$ cat src/rtl/kbest_pkg.sv
// rtl/kbest_pkg.sv - shared constants, state encoding and helpers for the K-best update sequencer
package kbest_pkg;
    localparam int ADDR_WIDTH  = 8;
    localparam int IDX_WIDTH   = 9;
    localparam int NUM_ENTRIES = 256;

    typedef enum logic [2:0] {
        S_IDLE,
        S_INIT,
        S_RD,
        S_MRG,
        S_WR
    } state_t;

    // "Empty" slot marker: the largest representable distance.
    function automatic logic [31:0] dist_max(input int width);
        return (32'd1 << width) - 32'd1;
    endfunction
endpackage

$ cat src/rtl/kbest_insert.sv
// rtl/kbest_insert.sv - combinational sorted insert of one candidate into an ascending K-list
module kbest_insert
    import kbest_pkg::*;
#(
    parameter int DATA_WIDTH = 11,
    parameter int K          = 4
) (
    input  logic [DATA_WIDTH*K-1:0] i_dist,
    input  logic [IDX_WIDTH*K-1:0]  i_idx,
    input  logic [DATA_WIDTH-1:0]   i_cand_dist,
    input  logic [IDX_WIDTH-1:0]    i_cand_idx,
    output logic [DATA_WIDTH*K-1:0] o_dist,
    output logic [IDX_WIDTH*K-1:0]  o_idx,
    output logic                    o_insert
);
    // The list is sorted, so w_keep is a thermometer code: ones for slots ahead of the candidate.
    logic [K-1:0] w_keep;

    always_comb begin
        for (int j = 0; j < K; j++) begin
            w_keep[j] = (i_dist[j*DATA_WIDTH +: DATA_WIDTH] <= i_cand_dist);
        end
    end

    always_comb begin
        o_dist = i_dist;
        o_idx  = i_idx;
        if (!w_keep[0]) begin
            o_dist[0 +: DATA_WIDTH] = i_cand_dist;
            o_idx[0 +: IDX_WIDTH]   = i_cand_idx;
        end
        for (int j = 1; j < K; j++) begin
            if (!w_keep[j]) begin
                if (w_keep[j-1]) begin
                    o_dist[j*DATA_WIDTH +: DATA_WIDTH] = i_cand_dist;
                    o_idx[j*IDX_WIDTH +: IDX_WIDTH]    = i_cand_idx;
                end else begin
                    o_dist[j*DATA_WIDTH +: DATA_WIDTH] = i_dist[(j-1)*DATA_WIDTH +: DATA_WIDTH];
                    o_idx[j*IDX_WIDTH +: IDX_WIDTH]    = i_idx[(j-1)*IDX_WIDTH +: IDX_WIDTH];
                end
            end
        end
    end

    assign o_insert = !w_keep[K-1];
endmodule

$ cat src/rtl/kbest_update_ctrl.sv
// rtl/kbest_update_ctrl.sv - init, read-merge-write insertion and readout sequencing for the K-best SRAM bank
module kbest_update_ctrl
    import kbest_pkg::*;
#(
    parameter int DATA_WIDTH = 11,
    parameter int K          = 4
) (
    input  logic                    clk,
    input  logic                    rst_n,
    input  logic                    init_start,
    output logic                    busy,
    input  logic                    cand_valid,
    output logic                    cand_ready,
    input  logic [ADDR_WIDTH-1:0]   cand_addr,
    input  logic [DATA_WIDTH-1:0]   cand_dist,
    input  logic [IDX_WIDTH-1:0]    cand_idx,
    output logic                    csb0,
    output logic                    web0,
    output logic [ADDR_WIDTH-1:0]   addr0,
    output logic [DATA_WIDTH*K-1:0] wdist_0,
    output logic [IDX_WIDTH*K-1:0]  windices_0,
    input  logic [DATA_WIDTH*K-1:0] rdist_0,
    input  logic [IDX_WIDTH*K-1:0]  rindices_0,
    input  logic                    out_req_valid,
    input  logic [ADDR_WIDTH-1:0]   out_req_addr,
    output logic                    out_req_ready,
    output logic                    csb1,
    output logic [ADDR_WIDTH-1:0]   addr1,
    input  logic [DATA_WIDTH*K-1:0] rdist_1,
    input  logic [IDX_WIDTH*K-1:0]  rindices_1,
    output logic                    out_valid,
    input  logic                    out_ready,
    output logic [DATA_WIDTH*K-1:0] out_dist,
    output logic [IDX_WIDTH*K-1:0]  out_idx
);
    localparam logic [DATA_WIDTH-1:0] DIST_MAX = DATA_WIDTH'(dist_max(DATA_WIDTH));
    localparam logic [ADDR_WIDTH-1:0] LAST_ADDR = ADDR_WIDTH'(NUM_ENTRIES - 1);

    state_t                  r_state, w_next;
    logic [ADDR_WIDTH-1:0]   r_init_cnt, r_addr;
    logic [DATA_WIDTH-1:0]   r_cand_dist;
    logic [IDX_WIDTH-1:0]    r_cand_idx;
    logic [DATA_WIDTH*K-1:0] r_mrg_dist, w_ins_dist, r_out_dist;
    logic [IDX_WIDTH*K-1:0]  r_mrg_idx, w_ins_idx, r_out_idx;
    logic                    w_insert, w_cand_hs, w_req_hs;
    logic                    r_rd_inflight, r_out_valid;

    kbest_insert #(.DATA_WIDTH(DATA_WIDTH), .K(K)) u_insert (
        .i_dist      (rdist_0),
        .i_idx       (rindices_0),
        .i_cand_dist (r_cand_dist),
        .i_cand_idx  (r_cand_idx),
        .o_dist      (w_ins_dist),
        .o_idx       (w_ins_idx),
        .o_insert    (w_insert)
    );

    always_ff @(posedge clk or negedge rst_n) begin
        if (!rst_n) begin
            r_state     <= S_IDLE;
            r_init_cnt  <= '0;
            r_addr      <= '0;
            r_cand_dist <= '0;
            r_cand_idx  <= '0;
            r_mrg_dist  <= '0;
            r_mrg_idx   <= '0;
        end else begin
            r_state <= w_next;
            // Wraps back to 0 after the last entry, ready for the next init.
            if (r_state == S_INIT) r_init_cnt <= r_init_cnt + 1'b1;
            if (w_cand_hs) begin
                r_addr      <= cand_addr;
                r_cand_dist <= cand_dist;
                r_cand_idx  <= cand_idx;
            end
            if (r_state == S_MRG) begin
                r_mrg_dist <= w_ins_dist;
                r_mrg_idx  <= w_ins_idx;
            end
        end
    end

    always_comb begin
        w_next     = r_state;
        cand_ready = 1'b0;
        w_cand_hs  = 1'b0;
        csb0       = 1'b1;
        web0       = 1'b1;
        addr0      = r_addr;
        wdist_0    = r_mrg_dist;
        windices_0 = r_mrg_idx;
        case (r_state)
            S_IDLE: begin
                cand_ready = !init_start;
                if (init_start) begin
                    w_next = S_INIT;
                end else if (cand_valid) begin
                    w_cand_hs = 1'b1;
                    w_next    = S_RD;
                end
            end
            S_INIT: begin
                csb0       = 1'b0;
                web0       = 1'b0;
                addr0      = r_init_cnt;
                wdist_0    = {K{DIST_MAX}};
                windices_0 = '0;
                if (r_init_cnt == LAST_ADDR) w_next = S_IDLE;
            end
            S_RD: begin
                csb0   = 1'b0;
                w_next = S_MRG;
            end
            S_MRG: begin
                w_next = w_insert ? S_WR : S_IDLE;
            end
            S_WR: begin
                csb0   = 1'b0;
                web0   = 1'b0;
                w_next = S_IDLE;
            end
            default: w_next = S_IDLE;
        endcase
    end

    assign busy = (r_state != S_IDLE);

    // Readout shares no state with updates; it sees whatever port 1 returns, with no forwarding.
    assign out_req_ready = (r_state != S_INIT) && !r_rd_inflight && (!r_out_valid || out_ready);
    assign w_req_hs      = out_req_valid && out_req_ready;
    assign csb1          = !w_req_hs;
    assign addr1         = out_req_addr;

    always_ff @(posedge clk or negedge rst_n) begin
        if (!rst_n) begin
            r_rd_inflight <= 1'b0;
            r_out_valid   <= 1'b0;
            r_out_dist    <= '0;
            r_out_idx     <= '0;
        end else begin
            r_rd_inflight <= w_req_hs;
            if (r_rd_inflight) begin
                r_out_valid <= 1'b1;
                r_out_dist  <= rdist_1;
                r_out_idx   <= rindices_1;
            end else if (out_ready) begin
                r_out_valid <= 1'b0;
            end
        end
    end

    assign out_valid = r_out_valid;
    assign out_dist  = r_out_dist;
    assign out_idx   = r_out_idx;
endmodule

$ cat config.mk
export PLATFORM = sky130hd
export DESIGN_NAME = kbest_update_ctrl
export DESIGN_NICKNAME = d
export VERILOG_FILES = /design/src/rtl/kbest_pkg.sv /design/src/rtl/kbest_insert.sv /design/src/rtl/kbest_update_ctrl.sv
export SDC_FILE = /design/constraint.sdc
export NUM_CORES = 1
export LEC_CHECK = 0
export ABC_AREA = 1
export CAP_MARGIN = 20
export CORE_UTILIZATION = 42
export DETAILED_ROUTE_END_ITERATION = 7
export HOLD_SLACK_MARGIN = 0.06
export PLACE_DENSITY_LB_ADDON = 0.15
export SLEW_MARGIN = 15
export SYNTH_ARGS = -nofsm -noshare
export SYNTH_HDL_FRONTEND = slang
export SYNTH_HIERARCHICAL = 1
export SYNTH_SLANG_ARGS = --single-unit
$ cat constraint.sdc
create_clock -name clk -period 1.8 [get_ports clk]
set_clock_uncertainty 0.1 [all_clocks]
set_input_delay 0.27 -clock clk [delete_from_list [all_inputs] [get_ports clk]]
set_output_delay 0.27 -clock clk [all_outputs]
set_load 0.03 [all_outputs]
## Word-level counts from Yosys, hierarchy flattened

Index checks and enable logic that the tools add are counted.

| cells by class | value |
|---|---|
| add/subtract/negate cells | 1 |
| order comparisons | 4 |
| equality and inequality tests | 8 |
| muxes and demuxes | 30 |
| reduce and logical (&&, ||, !) cells | 14 |

Operators with widths:

| cell | count |
|---|---|
| two-way mux 11 bit | 7 |
| two-way mux 9 bit | 7 |
| less-or-equal comparator 11 bit | 4 |
| two-way mux 44 bit | 1 |
| two-way mux 36 bit | 1 |
| two-way mux 3 bit | 4 |
| case mux 3 bit (4 select lines) | 1 |
| adder 8 x 1 -> 8 bit, second input constant | 1 |
| == test 8 bit, second input constant | 1 |
| two-way mux 1 bit | 8 |
| two-way mux 8 bit | 1 |
| == test 3 x 2 -> 1 bit, second input constant | 2 |
| zero test 1 bit | 4 |
| == test 3 x 1 -> 1 bit, second input constant | 1 |
| == test 3 bit, second input constant | 1 |
| logical AND 1 bit | 3 |
| zero test 3 bit | 1 |
| != test 3 x 1 -> 1 bit, second input constant | 1 |
| != test 3 bit, second input constant | 1 |
| nonzero test 3 bit | 1 |
| OR reduction 3 bit | 1 |
| != test 2 x 1 -> 1 bit, second input constant | 1 |
| AND reduction 2 bit | 1 |
| nonzero test 2 bit | 1 |
| other kinds (2) | 2 |

| word-level totals | value |
|---|---|
| bits in registers | 201 |
| bits of input ports | 202 |
| logic and storage cells | 68 |

## Logic depth before layout (Yosys ltp)

| depth | value |
|---|---|
| word-level depth | 5 |
| depth in mapped cells | 15 |
| mapped depth without buffers | 14 |

## Modules after synthesis

The synthesis kept the hierarchy.

Modules (own cells, without submodules):

| module | instances | cells each | area an instance (um^2) |
|---|---|---|---|
| kbest_update_ctrl | 1 | 1037 | 8597.0 |
| kbest_insert | 1 | 647 | 3134.3 |

## Worst setup path after synthesis

OpenSTA, ideal clock, no wires.

| timing | value |
|---|---|
| kind | register -> register |
| start point | register r_cand_dist[10] |
| end point | register r_mrg_dist[29] |
| setup time | 0.130 ns |
| arrival time | 1.707 ns |
| path slack | -0.137 ns |
| cell stages (with the launch flop) | 14 |
| path buffers | 1 |
| period minus slack after synthesis | 1.937 ns |
| cell sequence | dfrtp_1 -> inv_1 -> ha_1 -> nand2_1 -> inv_2 -> nand2_2 -> nor2_2 -> nand3b_1 -> clkbuf_1 -> nand3_1 -> nand3_1 -> nand2_1 -> inv_1 -> o21ai_0 |

| between the ends | value |
|---|---|
| word-level cells in the longest chain between the ends | 3 |

Ends and longest elaborated chain:

| item | line | source |
|---|---|---|
| start: declaration | kbest_update_ctrl.sv:41 | `logic [DATA_WIDTH-1:0] r_cand_dist;` |
| start signal: assignment | kbest_update_ctrl.sv:73 | `r_cand_dist <= cand_dist;` |
| less-or-equal comparator 11 bit | kbest_insert.sv:21 | `w_keep[j] = (i_dist[j*DATA_WIDTH +: DATA_WIDTH] <= i_cand_dist);` |
| two-way mux 11 bit | kbest_insert.sv:34 | `if (w_keep[j-1]) begin` |
| two-way mux 11 bit * | kbest_insert.sv:33 | `if (!w_keep[j]) begin` |
| via w_ins_dist[29] | kbest_update_ctrl.sv:43 | `logic [DATA_WIDTH*K-1:0] r_mrg_dist, w_ins_dist, r_out_dist;` |
| end signal: assignment | kbest_update_ctrl.sv:77 | `r_mrg_dist <= w_ins_dist;` |
| end: declaration | kbest_update_ctrl.sv:43 |  |

Mark *: on every way through the listed nets, which the timed path passes. The rest lies on a longest branch.
A chain may end at the register's enable or synchronous reset.

## Worst setup path after layout

| timing | value |
|---|---|
| start point | register r_cand_dist[6] |
| end point | register r_mrg_idx[10] |

| between the ends | value |
|---|---|
| word-level cells in the longest chain between the ends | 3 |

Ends and longest elaborated chain:

| item | line | source |
|---|---|---|
| less-or-equal comparator 11 bit | kbest_insert.sv:21 |  |
| two-way mux 9 bit | kbest_insert.sv:34 |  |
| two-way mux 9 bit * | kbest_insert.sv:33 |  |
| via w_ins_idx[10] | kbest_update_ctrl.sv:44 | `logic [IDX_WIDTH*K-1:0] r_mrg_idx, w_ins_idx, r_out_idx;` |
| end signal: assignment | kbest_update_ctrl.sv:78 | `r_mrg_idx <= w_ins_idx;` |
| end: declaration | kbest_update_ctrl.sv:44 |  |

Marks and branches as above.

==> flow_summary.yaml <==
run_status:
  status: "complete, but fails checks"
  failed_checks: "negative setup slack"
worst_setup_path:
  reg2reg_from: "r_cand_dist[6]"
  rrSetupSlack_ps: -500
  cp_data_arrival_time_ps: 2590
  ff2ff_path_depth: 15
  timing_worst_setup_path_type: "reg2reg"
  cp-end-kind: "flip-flop"
  required_ps: 2090
  crit_start: "r_cand_dist[6]"
  startpoint_type: "flip-flop"
  crit_fanout: 7
drt:
  drtPass1Iterations: 7
  postRouteAntennaNets: 0
  drc: 0
  wl_per_cell_um: 17.5
  via_per_inst: 5.00
  drtIter0Drc: 962
  via_count: 12800
  finalWirelength_mm: 44.7
global_routing:
  gr-total-overflow: 0
  grt_use_total_pct: 28.8
  grt_max_degree: 102
  grt_pass1_vias: 12400
  busiest_layer: "met2"
  grt_use_met3_pct: 6.01
  antenna_found_initial: 2
  grtUsageMet2_pct: 50.7
  grtUsageMet1_pct: 34.8
  grt_first_pass_wirelength_mm: 65.3
power:
  vdd_drop_max_mv: 0.608
  p_sw_share_pct: 29.8
  power.leakage_uw: 0.0102
  power.share.clock_pct: 38.3
  intPower_uw: 10000
  power_density_mw_per_mm2: 707
  power_frac_seq_pct: 33.9
  switchingPower_uw: 4250
  pwr-share-comb_pct: 27.8
timing:
  max_slew_margin_pct: 45.8
  setup_viol: 285
  worstMarginPinSlew_ps: 813
  rsz0062_at_grt: "yes"
  final_hold_viol_count: 0
  drv_slew: 0
  finalWorstSetupSlack_ps: -496
  fmax_ghz: 0.436
  fin_crit_ps: 2300
  period_share_pct: 128
  hold_ws_ps: 138
clock_network:
  clockBufferDepth: 3
  htree_levels: 1
  cts_made_buffers: 24
  clk_latency_ps: 530
  cts.clk_slew.worst_paths_ps: 60
  cts_tree: "done"
  root_buffer: "clkbuf_16"
  clock_sinks: 201
logic_synthesis:
  synth_warnings: 6
  ys_types: 28
  ys.flop_type: "dfrtp_1"
  synthCells: 1684
  async_flop_share_pct: 100
  ys_seq_elements: 201
  yosysSeqAreaShare_pct: 42.9
  syn-num-nets: 1931
  syn_area_mm2: 0.0117
  syn_area_per_cell_um2: 6.97
  synth_edf_count: 0
cells_and_area:
  post-route-cell-area_mm2: 0.0201
  utilization_pct: 74.1
  final_nets: 2404
  seq_area_mm2: 0.00503
  fillers: 2059
  drive_above_1_share_pct: 27.8
  area_delta_synth_final_pct: 71.7
  instances_no_fill: 2549
  multi_input_area_mm2: 0.00642
floorplan:
  dieWidth_um: 169
  core-area_mm2: 0.0272
  io-pin-count: 385
  die_h_um: 169
  die_area_mm2: 0.0286
  start_util_pct: 43.2
  rows: 60
run:
  maxCapViolCount: 0
placed_design:
  dp_cells: 2438
  place_congestion: 0.958
  dpl_cell_area_mm2: 0.0170
  hpwl_mm: 29.8
  io_buffers: 368
  preCtsSetupSlack_ps: -706
min_path:
  hold_path.class: "in2async"
[stage by stage]
step	power, uW	setup TNS (ps)
2_1_floorplan	6630	-2170
3_3_place_gp	8090	-46790
3_5_place_dp	8150	-49990
4_1_cts	14100	-67300
5_1_grt	14900	-104500
6_report	14200	-80640
[area by class of cell]
| cell class | count | share of cell area [%] |
|---|---|---|
| flip-flops and latches | 201 | 25.0 |
| multi-input cells | 1136 | 31.9 |
| repair buffers | 541 | 31.4 |
| inverters | 253 | 4.91 |
| clock inverters | 13 | 1.05 |
| well taps | 372 | 2.31 |
| clock buffers | 31 | 3.41 |
| diodes | 2 | 0.0249 |
[timing repair]
item,4_1_cts,5_1_grt
gates cloned,10,16
hold buffers,1,0
hold endpoints to repair,201,0
endpoints found under the setup margin,276,286
pin swaps,42,37
setup buffers,24,17
resized for setup,191,218
[cells in the final DEF (no fill, tap or decap), types with 14 or more instances in the layout]
master	count
clkbuf_16	34
buf_12	75
o21ai_0	17
ha_1	28
ha_4	17
o21ai_2	16
inv_4	14
nand2_4	50
clkdlybuf4s50_1	273
nand3_1	115
inv_1	193
buf_4	103
nor2_1	15
o21ai_1	74
nand2_1	626
nand2_2	52
nand3_2	40
buf_6	65
dfrtp_1	198
or2_4	36
inv_2	45
[synth_stat cells, types with 2 or more instances]
library cell | n | share of area [%]
inv_2 | 8 | 0.26
nand3_2 | 4 | 0.34
buf_2 | 35 | 1.5
nand3b_1 | 4 | 0.26
nor2_1 | 18 | 0.58
o21ai_1 | 26 | 1.1
nand2_2 | 5 | 0.27
nand3_1 | 153 | 6.5
or2_1 | 33 | 1.8
o21ai_0 | 83 | 3.5
or2_2 | 12 | 0.64
dfrtp_1 | 201 | 43
nand4_1 | 4 | 0.21
buf_1 | 2 | 0.064
xor2_1 | 3 | 0.22
ha_1 | 45 | 4.8
nor2_2 | 2 | 0.11
clkbuf_1 | 30 | 0.96
buf_4 | 22 | 1.4
buf_6 | 6 | 0.58
a21oi_1 | 14 | 0.60
nand2_1 | 724 | 23
inv_1 | 245 | 7.8
[worst max-delay path, stage by stage, from the launching register on]
cell and delay (ps):
dfrtp_1 390, inv_4 80, buf_12 130, ha_4 260, nand2_2 50, inv_2 50
nand2_2 70, nor2_4 90, nand3b_1 190, nand2_4 250, buf_12 190, nand2_2 60
nand3_2 80, nand2_1 60, inv_1 50, o21ai_1 60
[registers in the layout, summed over array words and instances (netlist names)]
register and cells:
r_cand_dist 11, out_valid 1, r_rd_inflight 1, r_cand_idx 9
r_state 3, r_addr 8, r_mrg_idx 36, out_idx 36
out_dist 44, r_mrg_dist 44, r_init_cnt 8
[path summary, 6_finish.rpt]
kind / end
worst max-delay path: r_mrg_idx[10]
worst max register to register: r_mrg_idx[10]
max in group asynchronous: out_dist[16]
worst min-delay path: r_mrg_dist[13]
worst min register to register: out_idx[31]
min in group clk: out_dist[17]
[power groups by stage]
| stage | registers [uW] | logic [uW] | clock network (uW) |
|---|---|---|---|
| after floorplan | 5020 | 1620 | 0 |
| after global placement | 4890 | 3200 | 0 |
| after detailed placement | 4900 | 3250 | 0 |
| after CTS | 4820 | 3690 | 5550 |
| after global routing | 4850 | 4290 | 5740 |
| final | 4830 | 3950 | 5460 |
[routing by layer]
metal	up-vias	share of wire, %
met2	564	49
met1	5987	38
li1	6074	-
met3	125	8.8
met5	-	0
met4	0	4.2
[kinds of logic (layout without fill, tap and decap cells)]
family / Yosys count / in the layout / share of synthesized area (%)
AO/OA/AOI/OAI: 125 / 125 / 5.38
flip-flops: 201 / 201 / 42.9
buffers and inverters: 348 / 838 / 12.6
XOR/XNOR: 3 / 3 / 0.224
other: 0 / 2 / 0
adder cells (fa/ha/maj): 45 / 45 / 4.80
AND/OR/NAND/NOR: 962 / 963 / 34.1
Note: power is estimated with default switching activity, not from simulation.
